===== src/rtl/snn_pkg.sv =====
// Shared constants and types for the gamma-cycle temporal-coding blocks.
package snn_pkg;

    localparam int TBITS = 3;
    localparam int T_INF = 2**TBITS - 1;

    typedef enum logic [1:0] {IDLE, RUN, WTA, DONE} gamma_state_t;

    typedef logic [TBITS-1:0] spike_time_t;

endpackage


===== src/rtl/wta_select.sv =====
// Combinational min-finder over recorded first-fire times; lowest index wins ties.
module wta_select
    import snn_pkg::*;
#(
    parameter int NUM_NEURONS = 4,
    parameter int TBITS       = snn_pkg::TBITS,
    parameter int T_INF       = 2**TBITS - 1,
    parameter int WBITS       = (NUM_NEURONS > 1) ? $clog2(NUM_NEURONS) : 1
) (
    input  logic [NUM_NEURONS-1:0][TBITS-1:0] times,
    output logic [WBITS-1:0]                  winner,
    output logic                              winner_valid
);

    logic [TBITS-1:0] best_time;

    // Strict less-than keeps the earlier (lower) index on equal times.
    always_comb begin
        best_time    = TBITS'(T_INF);
        winner       = '0;
        winner_valid = 1'b0;
        for (int n = 0; n < NUM_NEURONS; n++) begin
            if (times[n] != TBITS'(T_INF) && (!winner_valid || times[n] < best_time)) begin
                best_time    = times[n];
                winner       = WBITS'(n);
                winner_valid = 1'b1;
            end
        end
    end

endmodule


===== src/rtl/gamma_cycle_scheduler.sv =====
// Replays one temporal-coded volley over a gamma cycle and records first-fire times.
// Optional winner-take-all inhibition is compiled in with GAMMA_WTA_EN.
module gamma_cycle_scheduler
    import snn_pkg::*;
#(
    parameter int NUM_SPIKES  = 4,
    parameter int NUM_NEURONS = 4,
    parameter int TBITS       = snn_pkg::TBITS,
    parameter int T_INF       = 2**TBITS - 1,
    parameter int T_STEPS     = T_INF,
    parameter int WBITS       = (NUM_NEURONS > 1) ? $clog2(NUM_NEURONS) : 1
) (
    input  logic                              clk,
    input  logic                              reset,
    input  logic                              in_valid,
    output logic                              in_ready,
    input  logic [NUM_SPIKES-1:0][TBITS-1:0]  in_times,
    output logic [NUM_SPIKES-1:0]             spikes_to_neurons,
    input  logic [NUM_NEURONS-1:0]            neuron_fire,
    output logic                              out_valid,
    input  logic                              out_ready,
    output logic [NUM_NEURONS-1:0][TBITS-1:0] out_times,
    output logic [WBITS-1:0]                  winner,
    output logic                              winner_valid
);

    gamma_state_t                     state_q, state_d;
    logic [TBITS-1:0]                 step_q, step_d;
    logic [NUM_SPIKES-1:0][TBITS-1:0] times_q, times_d;
    logic [NUM_NEURONS-1:0][TBITS-1:0] rec_q, rec_d;
    logic [NUM_SPIKES-1:0]            spikes_q, spikes_d;
    logic                             out_valid_q, out_valid_d;
    logic [NUM_NEURONS-1:0][TBITS-1:0] out_times_q, out_times_d;
    logic [WBITS-1:0]                 winner_q, winner_d;
    logic                             winner_valid_q, winner_valid_d;

    // Race-logic replay: an input is active from its spike time onward.
    function automatic logic [NUM_SPIKES-1:0] cum_vec(
        input logic [NUM_SPIKES-1:0][TBITS-1:0] t,
        input logic [TBITS-1:0]                 s
    );
        logic [NUM_SPIKES-1:0] v;
        v = '0;
        for (int i = 0; i < NUM_SPIKES; i++) begin
            v[i] = (t[i] != TBITS'(T_INF)) && (t[i] <= s);
        end
        return v;
    endfunction

`ifdef GAMMA_WTA_EN
    logic [WBITS-1:0] wta_winner;
    logic             wta_valid;

    wta_select #(
        .NUM_NEURONS (NUM_NEURONS),
        .TBITS       (TBITS),
        .T_INF       (T_INF),
        .WBITS       (WBITS)
    ) u_wta_select (
        .times        (rec_q),
        .winner       (wta_winner),
        .winner_valid (wta_valid)
    );
`endif

    // NOTE: every _d starts from its _q so no path through this block infers a latch.
    always_comb begin
        state_d        = state_q;
        step_d         = step_q;
        times_d        = times_q;
        rec_d          = rec_q;
        spikes_d       = spikes_q;
        out_valid_d    = out_valid_q;
        out_times_d    = out_times_q;
        winner_d       = winner_q;
        winner_valid_d = winner_valid_q;

        case (state_q)
            IDLE: begin
                if (in_valid) begin
                    times_d  = in_times;
                    step_d   = '0;
                    rec_d    = {NUM_NEURONS{TBITS'(T_INF)}};
                    spikes_d = cum_vec(in_times, '0);
                    state_d  = RUN;
                end
            end
            RUN: begin
                for (int n = 0; n < NUM_NEURONS; n++) begin
                    if (neuron_fire[n] && rec_q[n] == TBITS'(T_INF)) begin
                        rec_d[n] = step_q;
                    end
                end
                if (step_q == TBITS'(T_STEPS - 1)) begin
                    spikes_d = '0;
                    state_d  = WTA;
                end else begin
                    step_d   = step_q + 1'b1;
                    spikes_d = cum_vec(times_q, step_q + 1'b1);
                end
            end
            WTA: begin
`ifdef GAMMA_WTA_EN
                for (int n = 0; n < NUM_NEURONS; n++) begin
                    out_times_d[n] = (wta_valid && wta_winner == WBITS'(n)) ? rec_q[n] : TBITS'(T_INF);
                end
                winner_d       = wta_winner;
                winner_valid_d = wta_valid;
`else
                out_times_d    = rec_q;
                winner_d       = '0;
                winner_valid_d = 1'b0;
`endif
                spikes_d    = '0;
                out_valid_d = 1'b1;
                state_d     = DONE;
            end
            DONE: begin
                if (out_ready) begin
                    out_valid_d = 1'b0;
                    state_d     = IDLE;
                end
            end
            default: state_d = IDLE;
        endcase
    end

    always_ff @(posedge clk) begin
        if (reset) begin
            state_q        <= IDLE;
            spikes_q       <= '0;
            out_valid_q    <= 1'b0;
            out_times_q    <= {NUM_NEURONS{TBITS'(T_INF)}};
            winner_q       <= '0;
            winner_valid_q <= 1'b0;
        end else begin
            state_q        <= state_d;
            spikes_q       <= spikes_d;
            out_valid_q    <= out_valid_d;
            out_times_q    <= out_times_d;
            winner_q       <= winner_d;
            winner_valid_q <= winner_valid_d;
        end
    end

    // NOTE: working registers are reloaded on every acceptance, so they carry no reset.
    always_ff @(posedge clk) begin
        step_q  <= step_d;
        times_q <= times_d;
        rec_q   <= rec_d;
    end

    assign in_ready          = (state_q == IDLE) && !reset;
    assign spikes_to_neurons = spikes_q;
    assign out_valid         = out_valid_q;
    assign out_times         = out_times_q;
    assign winner            = winner_q;
    assign winner_valid      = winner_valid_q;

endmodule


===== config.mk =====
export PLATFORM = sky130hd
export DESIGN_NAME = gamma_cycle_scheduler
export DESIGN_NICKNAME = d
export VERILOG_FILES = /design/src/rtl/snn_pkg.sv /design/src/rtl/wta_select.sv /design/src/rtl/gamma_cycle_scheduler.sv
export SDC_FILE = /design/constraint.sdc
export NUM_CORES = 1
export LEC_CHECK = 0
export CORE_UTILIZATION = 55
export DETAILED_ROUTE_END_ITERATION = 10
export PLACE_DENSITY = 0.88
export SETUP_SLACK_MARGIN = 0.15
export SLEW_MARGIN = 20
export SYNTH_ARGS = -nofsm -noshare
export SYNTH_HDL_FRONTEND = slang
export SYNTH_SLANG_ARGS = --single-unit

===== constraint.sdc =====
create_clock -name clk -period 3.7 [get_ports clk]
set_input_delay 0.74 -clock clk [delete_from_list [all_inputs] [get_ports clk]]
set_output_delay 0.74 -clock clk [all_outputs]
set_load 0.03 [all_outputs]

======== After elaboration in Yosys (flattened, before gate mapping) ========
Index checks and enable logic that the tools add are counted.
word-level totals
  flip-flop bits (word level) ............. 46
  input bits .............................. 20
cells by class
  add/sub/neg operators ................... 1
  $lt $le $gt $ge ......................... 8
  equality and inequality tests ........... 24
  mux-type cells .......................... 18
  reduce and logical (&&, ||, !) cells .... 27
operators with widths
  operator                                              number
  inequality test 3 bit (second input constant)         8
  one-hot mux 12 bit (2 select lines)                   1
  two-way mux 3 bit                                     6
  AND reduction 3 bit                                   6
  inequality test 2 bit (second input constant)         8
  equality test 3 bit (second input constant)           5
  logical AND 1 bit                                     13
  <= comparator 3 x 1 -> 1 bit (second input constant)  4
  <= comparator 3 bit                                   4
  two-way mux 12 bit                                    1
  one-hot mux 4 bit (3 select lines)                    1
  two-way mux 4 bit                                     2
  one-hot mux 2 bit (4 select lines)                    1
  two-way mux 2 bit                                     3
  one-hot mux 3 bit (2 select lines)                    1
  AND reduction 2 bit                                   3
  equality test 2 bit (second input constant)           2
  nonzero test 2 bit                                    2
  adder 3 x 1 -> 3 bit (second input constant)          1
  nonzero test 3 bit                                    1
  equality test 2 x 1 -> 1 bit (second input constant)  1
  logical NOT 2 bit                                     1
  one-hot mux 1 bit (2 select lines)                    1
  logical NOT 1 bit                                     1
  two-way mux 1 bit                                     1

======== Depth between registers and ports, before layout ========
  depth after elaboration ................. 5
  mapped depth ............................ 7
  depth with buffers taken out ............ 6

======== Least setup slack after synthesis ========
OpenSTA, ideal clock, no wires.
  path kind ............................... input-to-output
  start point ............................. input port reset
  end point ............................... output port in_ready
  arrival ................................. 1490 ps
  setup slack ............................. 1470 ps
  cell stages on the path ................. 3
  cells stage by stage .................... clkbuf_1 -> buf_2 -> nor2_1
between the ends
  word-level cells in the longest chain between the ends .. 2
RTL lines
  item                line                          RTL
  start: declaration  gamma_cycle_scheduler.sv:14   input logic reset,
  logical NOT 1 bit   gamma_cycle_scheduler.sv:153  assign in_ready = (state_q == IDLE) && !reset;
  logical AND 1 bit   gamma_cycle_scheduler.sv:153
  end: declaration    gamma_cycle_scheduler.sv:16   output logic in_ready,
Every way passes these cells.

======== Worst setup path after layout ========
Same ends and word-level chain as after synthesis.

==> impl_table.tex <==
\begin{tabular}{lr}
\hline
Metric & Value \\
\hline
\multicolumn{2}{l}{\textbf{Critical path}} \\
\quad Data arrival time at the worst-slack endpoint & 2.01 ns \\
\quad Critical-path maximum fanout & 2 \\
\quad Crit start category & input port \\
\quad CP required & 2.96 ns \\
\quad Delay-heaviest family, CP & buffers and inverters \\
\quad CP Class & in2out \\
\quad Most frequent cell on the critical path & sky130\_fd\_sc\_hd\_\_clkdlybuf4s50\_1 \\
\quad CP max stage delay & 0.68 ns \\
\quad Crit path cell chain & clkdlybuf4s50\_1, nor2\_1, clkdlybuf4s50\_1 \\
\quad Slowest cell on crit path & sky130\_fd\_sc\_hd\_\_clkdlybuf4s50\_1 \\
\quad Worst path bufs/invs & 2 \\
\quad Endpoint type of the worst setup path & primary output \\
\multicolumn{2}{l}{\textbf{STA}} \\
\quad Setup violation total in the final timing report & 0 \\
\quad Remaining max-slew budget at the tightest pin & 42.3\% \\
\quad Number of max-slew violations in the final report & 0 \\
\quad Transition at the pin with the smallest max-transition slack & 0.865 ns \\
\quad Post-route clock period utilization & 74.2\% \\
\quad Clock period minus final worst setup slack & 2.75 ns \\
\quad RSZ-0062 raised after global routing & false \\
\quad Max Freq & 364 MHz \\
\quad Sum of negative setup slack & 0 ns \\
\quad Clock Skew & 0.00597 ns \\
\quad Final hold viol count & 0 \\
\multicolumn{2}{l}{\textbf{Drt}} \\
\quad Vias after detailed routing & 1496 \\
\quad ANT nets after route & 0 \\
\quad Number of DRC markers after the initial detailed-route iteration & 102 \\
\quad DRC & 0 \\
\quad Drt pass-1 iters & 4 \\
\quad Wire length per cell after detailed routing & 15.4 um \\
\quad Ratio of routed vias to standard cells & 5.52 \\
\quad Aggregate routed wire length & 4160 um \\
\multicolumn{2}{l}{\textbf{Logic synthesis}} \\
\quad Sequential share of the synthesized area & 55.6\% \\
\quad Arithmetic-cell share of the synthesized area counting full adders, half adders and majority gates & 8.41\% \\
\quad Post-synthesis cell type count & 34 \\
\quad Mapped Cells & 184 \\
\quad Largest area contributor in the netlist & sky130\_fd\_sc\_hd\_\_edfxtp\_1 \\
\quad Post-Syn Area & 0.00214 mm\^{}2 \\
\quad Ranking of synthesized cells by area & sky130\_fd\_sc\_hd\_\_edfxtp\_1, sky130\_fd\_sc\_hd\_\_dfxtp\_1, sky130\_fd\_sc\_hd\_\_ha\_1, sky130\_fd\_sc\_hd\_\_a211o\_1, sky130\_fd\_sc\_hd\_\_nor2b\_1 \\
\quad Basic-gate share of the synthesized area counting and, or, nand and nor cells & 12.4\% \\
\quad Number of warnings printed during yosys synthesis & 0 \\
\quad Flip-flop and latch count after synthesis & 46 \\
\quad Dominant combinational cell family by area after synthesis & compound AO/OA/AOI/OAI gates \\
\quad Mean cell area of the mapped netlist & 11.6 um\^{}2 \\
\quad Mux share of post-synthesis cell area & 0.467\% \\
\quad Proportion of netlist area held by the largest area contributor & 37.8\% \\
\quad Compound-Gate Fraction of Synth Area & 18.4\% \\
\quad Synthesized-area fraction occupied by xor and xnor cells & 0.409\% \\
\multicolumn{2}{l}{\textbf{Cells and area}} \\
\quad Most common cell after layout, fill and taps aside & sky130\_fd\_sc\_hd\_\_clkdlybuf4s50\_1 \\
\quad Summed area of non-filler cells in the final layout & 0.00265 mm\^{}2 \\
\quad Diodes inserted & 0 \\
\quad Syn-to-layout area delta & 23.6\% \\
\quad Nets & 254 \\
\quad Post-route core utilization & 71.8\% \\
\quad Fraction of layout instances using a drive strength above 1 & 7.62\% \\
\quad Most frequent cells in the layout & sky130\_fd\_sc\_hd\_\_clkdlybuf4s50\_1, sky130\_fd\_sc\_hd\_\_edfxtp\_1, sky130\_fd\_sc\_hd\_\_dfxtp\_1 \\
\multicolumn{2}{l}{\textbf{Placement}} \\
\quad Half-perimeter wire length of the detailed placement result & 3010 um \\
\quad Global placer's final weighted congestion & 0.752 \\
\quad Number of buffer cells added on primary ports & 37 \\
\quad Instance area at placement & 0.00254 mm\^{}2 \\
\multicolumn{2}{l}{\textbf{Clock network}} \\
\quad Count of H-tree levels built during CTS & 2 \\
\quad Number of instances resized during post-cts repair & 0 \\
\quad TritonCTS clock tree & yes \\
\quad Latest clock arrival within the worst-skew pair & 0.31 ns \\
\quad Sinks on Clock Net & 46 \\
\quad Post-cts hold buffer count & 0 \\
\quad Number of buffers created by CTS & 5 \\
\quad Clock tree root driver cell & sky130\_fd\_sc\_hd\_\_clkbuf\_8 \\
\quad Largest buffer count on any clock path & 2 \\
\quad Register clock-pin slew on the reported worst setup and hold paths & 0.09 ns \\
\quad Number of buffers inserted to repair setup after CTS & 0 \\
\multicolumn{2}{l}{\textbf{Status}} \\
\quad Run status & finished, final reports clean \\
\multicolumn{2}{l}{\textbf{Hold path}} \\
\quad Worst hold path type & reg2reg \\
\multicolumn{2}{l}{\textbf{Power and ir drop}} \\
\quad Fraction of power consumed by combinational cells & 49.1\% \\
\quad IR drop worst, VDD & 461 uV \\
\quad Switching share of power & 39.9\% \\
\quad Clock share of power & 15.2\% \\
\quad Pwr dens & 941 mW/mm\^{}2 \\
\quad Internal power consumption & 1500 uW \\
\quad Leakage & 0.000969 uW \\
\quad Sw power & 994 uW \\
\quad Part of the total power dissipated in sequential elements & 35.6\% \\
\multicolumn{2}{l}{\textbf{GRT}} \\
\quad Gr usage total & 22.5\% \\
\quad First-pass GRT wire length & 6830 um \\
\quad Number of global-route vias before repair & 1489 \\
\quad Gr ovfl total & 0 \\
\quad Antenna violations before repair & 0 \\
\quad Pin count of the biggest net entering global routing & 27 \\
\multicolumn{2}{l}{\textbf{Floorplan}} \\
\quad Floorplan die area & 0.00415 mm\^{}2 \\
\quad CORE AREA & 0.00369 mm\^{}2 \\
\quad Top-level port count & 41 \\
\quad Number of placement rows & 22 \\
\quad Die X & 64.4 um \\
\quad Effective utilization at floorplan & 58.1\% \\
\quad Die height & 64.4 um \\
\multicolumn{2}{l}{\textbf{Job}} \\
\quad Maximum Capacitance Violations & 0 \\
\hline
\end{tabular}
through the flow:
| step | cells | setup WS, ns | hold slack [ns] | total power (uW) |
|---|---|---|---|---|
| after global placement | 263 | 0.968 | 0.469 | 2050 |
| after floorplan | 186 | 1.47 | 0.454 | 1750 |
| after CTS | 271 | 0.963 | 0.495 | 2500 |
| after detailed placement | 263 | 0.963 | 0.474 | 2110 |
| final | 271 | 0.954 | 0.493 | 2490 |
| after global routing | 271 | 0.918 | 0.516 | 2640 |
synth_stat cells:
library cell and number:
sky130_fd_sc_hd__nor2b_4 1, sky130_fd_sc_hd__buf_4 4, sky130_fd_sc_hd__nand4_1 4, sky130_fd_sc_hd__maj3_1 3, sky130_fd_sc_hd__o21ai_0 11, sky130_fd_sc_hd__xnor2_1 1
sky130_fd_sc_hd__a31oi_2 1, sky130_fd_sc_hd__ha_1 12, sky130_fd_sc_hd__nand2b_1 2, sky130_fd_sc_hd__or2_1 1, sky130_fd_sc_hd__buf_2 3, sky130_fd_sc_hd__nor2_2 1
sky130_fd_sc_hd__o21a_1 1, sky130_fd_sc_hd__o311a_1 4, sky130_fd_sc_hd__a21o_1 1, sky130_fd_sc_hd__nor3_1 4, sky130_fd_sc_hd__nor2b_1 16, sky130_fd_sc_hd__inv_1 10
sky130_fd_sc_hd__o21ba_2 3, sky130_fd_sc_hd__a211o_1 12, sky130_fd_sc_hd__nand2_1 4, sky130_fd_sc_hd__and2_1 1, sky130_fd_sc_hd__a211oi_1 1, sky130_fd_sc_hd__nor2_1 16
sky130_fd_sc_hd__conb_1 1, sky130_fd_sc_hd__clkbuf_1 2, sky130_fd_sc_hd__a31oi_1 1, sky130_fd_sc_hd__dfxtp_1 19, sky130_fd_sc_hd__a221oi_4 1, sky130_fd_sc_hd__a21oi_1 11
sky130_fd_sc_hd__o21bai_1 3, sky130_fd_sc_hd__mux2i_1 1, sky130_fd_sc_hd__o21bai_4 1, sky130_fd_sc_hd__edfxtp_1 27
layout make-up:
class,instances,area (um^2)
Clock inverter,3,45.0
Inverter,10,37.5
Fill cell,268,1040
Multi-Input combinational cell,121,870
Sequential cell,46,1190
Tap cell,48,60.1
Clock buffer,5,68.8
Timing Repair Buffer,38,378
registers in the layout, indices dropped and copies added, names as in the netlist:
register           flops
rec_q                 12
out_times             12
out_valid              1
step_q                 3
state_q                2
times_q               12
spikes_to_neurons      4
kinds of logic after synthesis:
| group | count (synthesis) |
|---|---|
| buffers and inverters | 19 |
| xor gates and xnor gates | 1 |
| muxes | 1 |
| DFF | 46 |
| and+or+nand+nor | 50 |
| other | 1 |
| adders and majority gates | 15 |
| AOI/OAI and AO/OA | 51 |
metal layers:
layer,vias to the layer above,GRT usage [%],wire [um]
li1,736,-,-
met1,703,26.0,1800
met2,45,38.6,2100
met3,12,5.99,173
met4,0,10.8,95
met5,-,0,0
final timing paths:
| check | depth (start not counted) | slack [ns] | start | to |
|---|---|---|---|---|
| min | 1 | 0.49 | rec_q[4] | out_times[4] |
| max reg2reg | 5 | 1.60 | state_q[0] | step_q[0] |
| max | 3 | 0.95 | reset | in_ready |
| min reg2reg | 1 | 0.49 | rec_q[4] | out_times[4] |
power by group through the flow:
| stage | clock (uW) | sequential [uW] | combinational [uW] |
|---|---|---|---|
| after floorplan | 0 | 1020 | 726 |
| after global placement | 0 | 887 | 1170 |
| after detailed placement | 0 | 899 | 1210 |
| after CTS | 379 | 888 | 1230 |
| after global routing | 401 | 908 | 1330 |
| final | 380 | 888 | 1230 |
(Power assumes the default switching activity.)
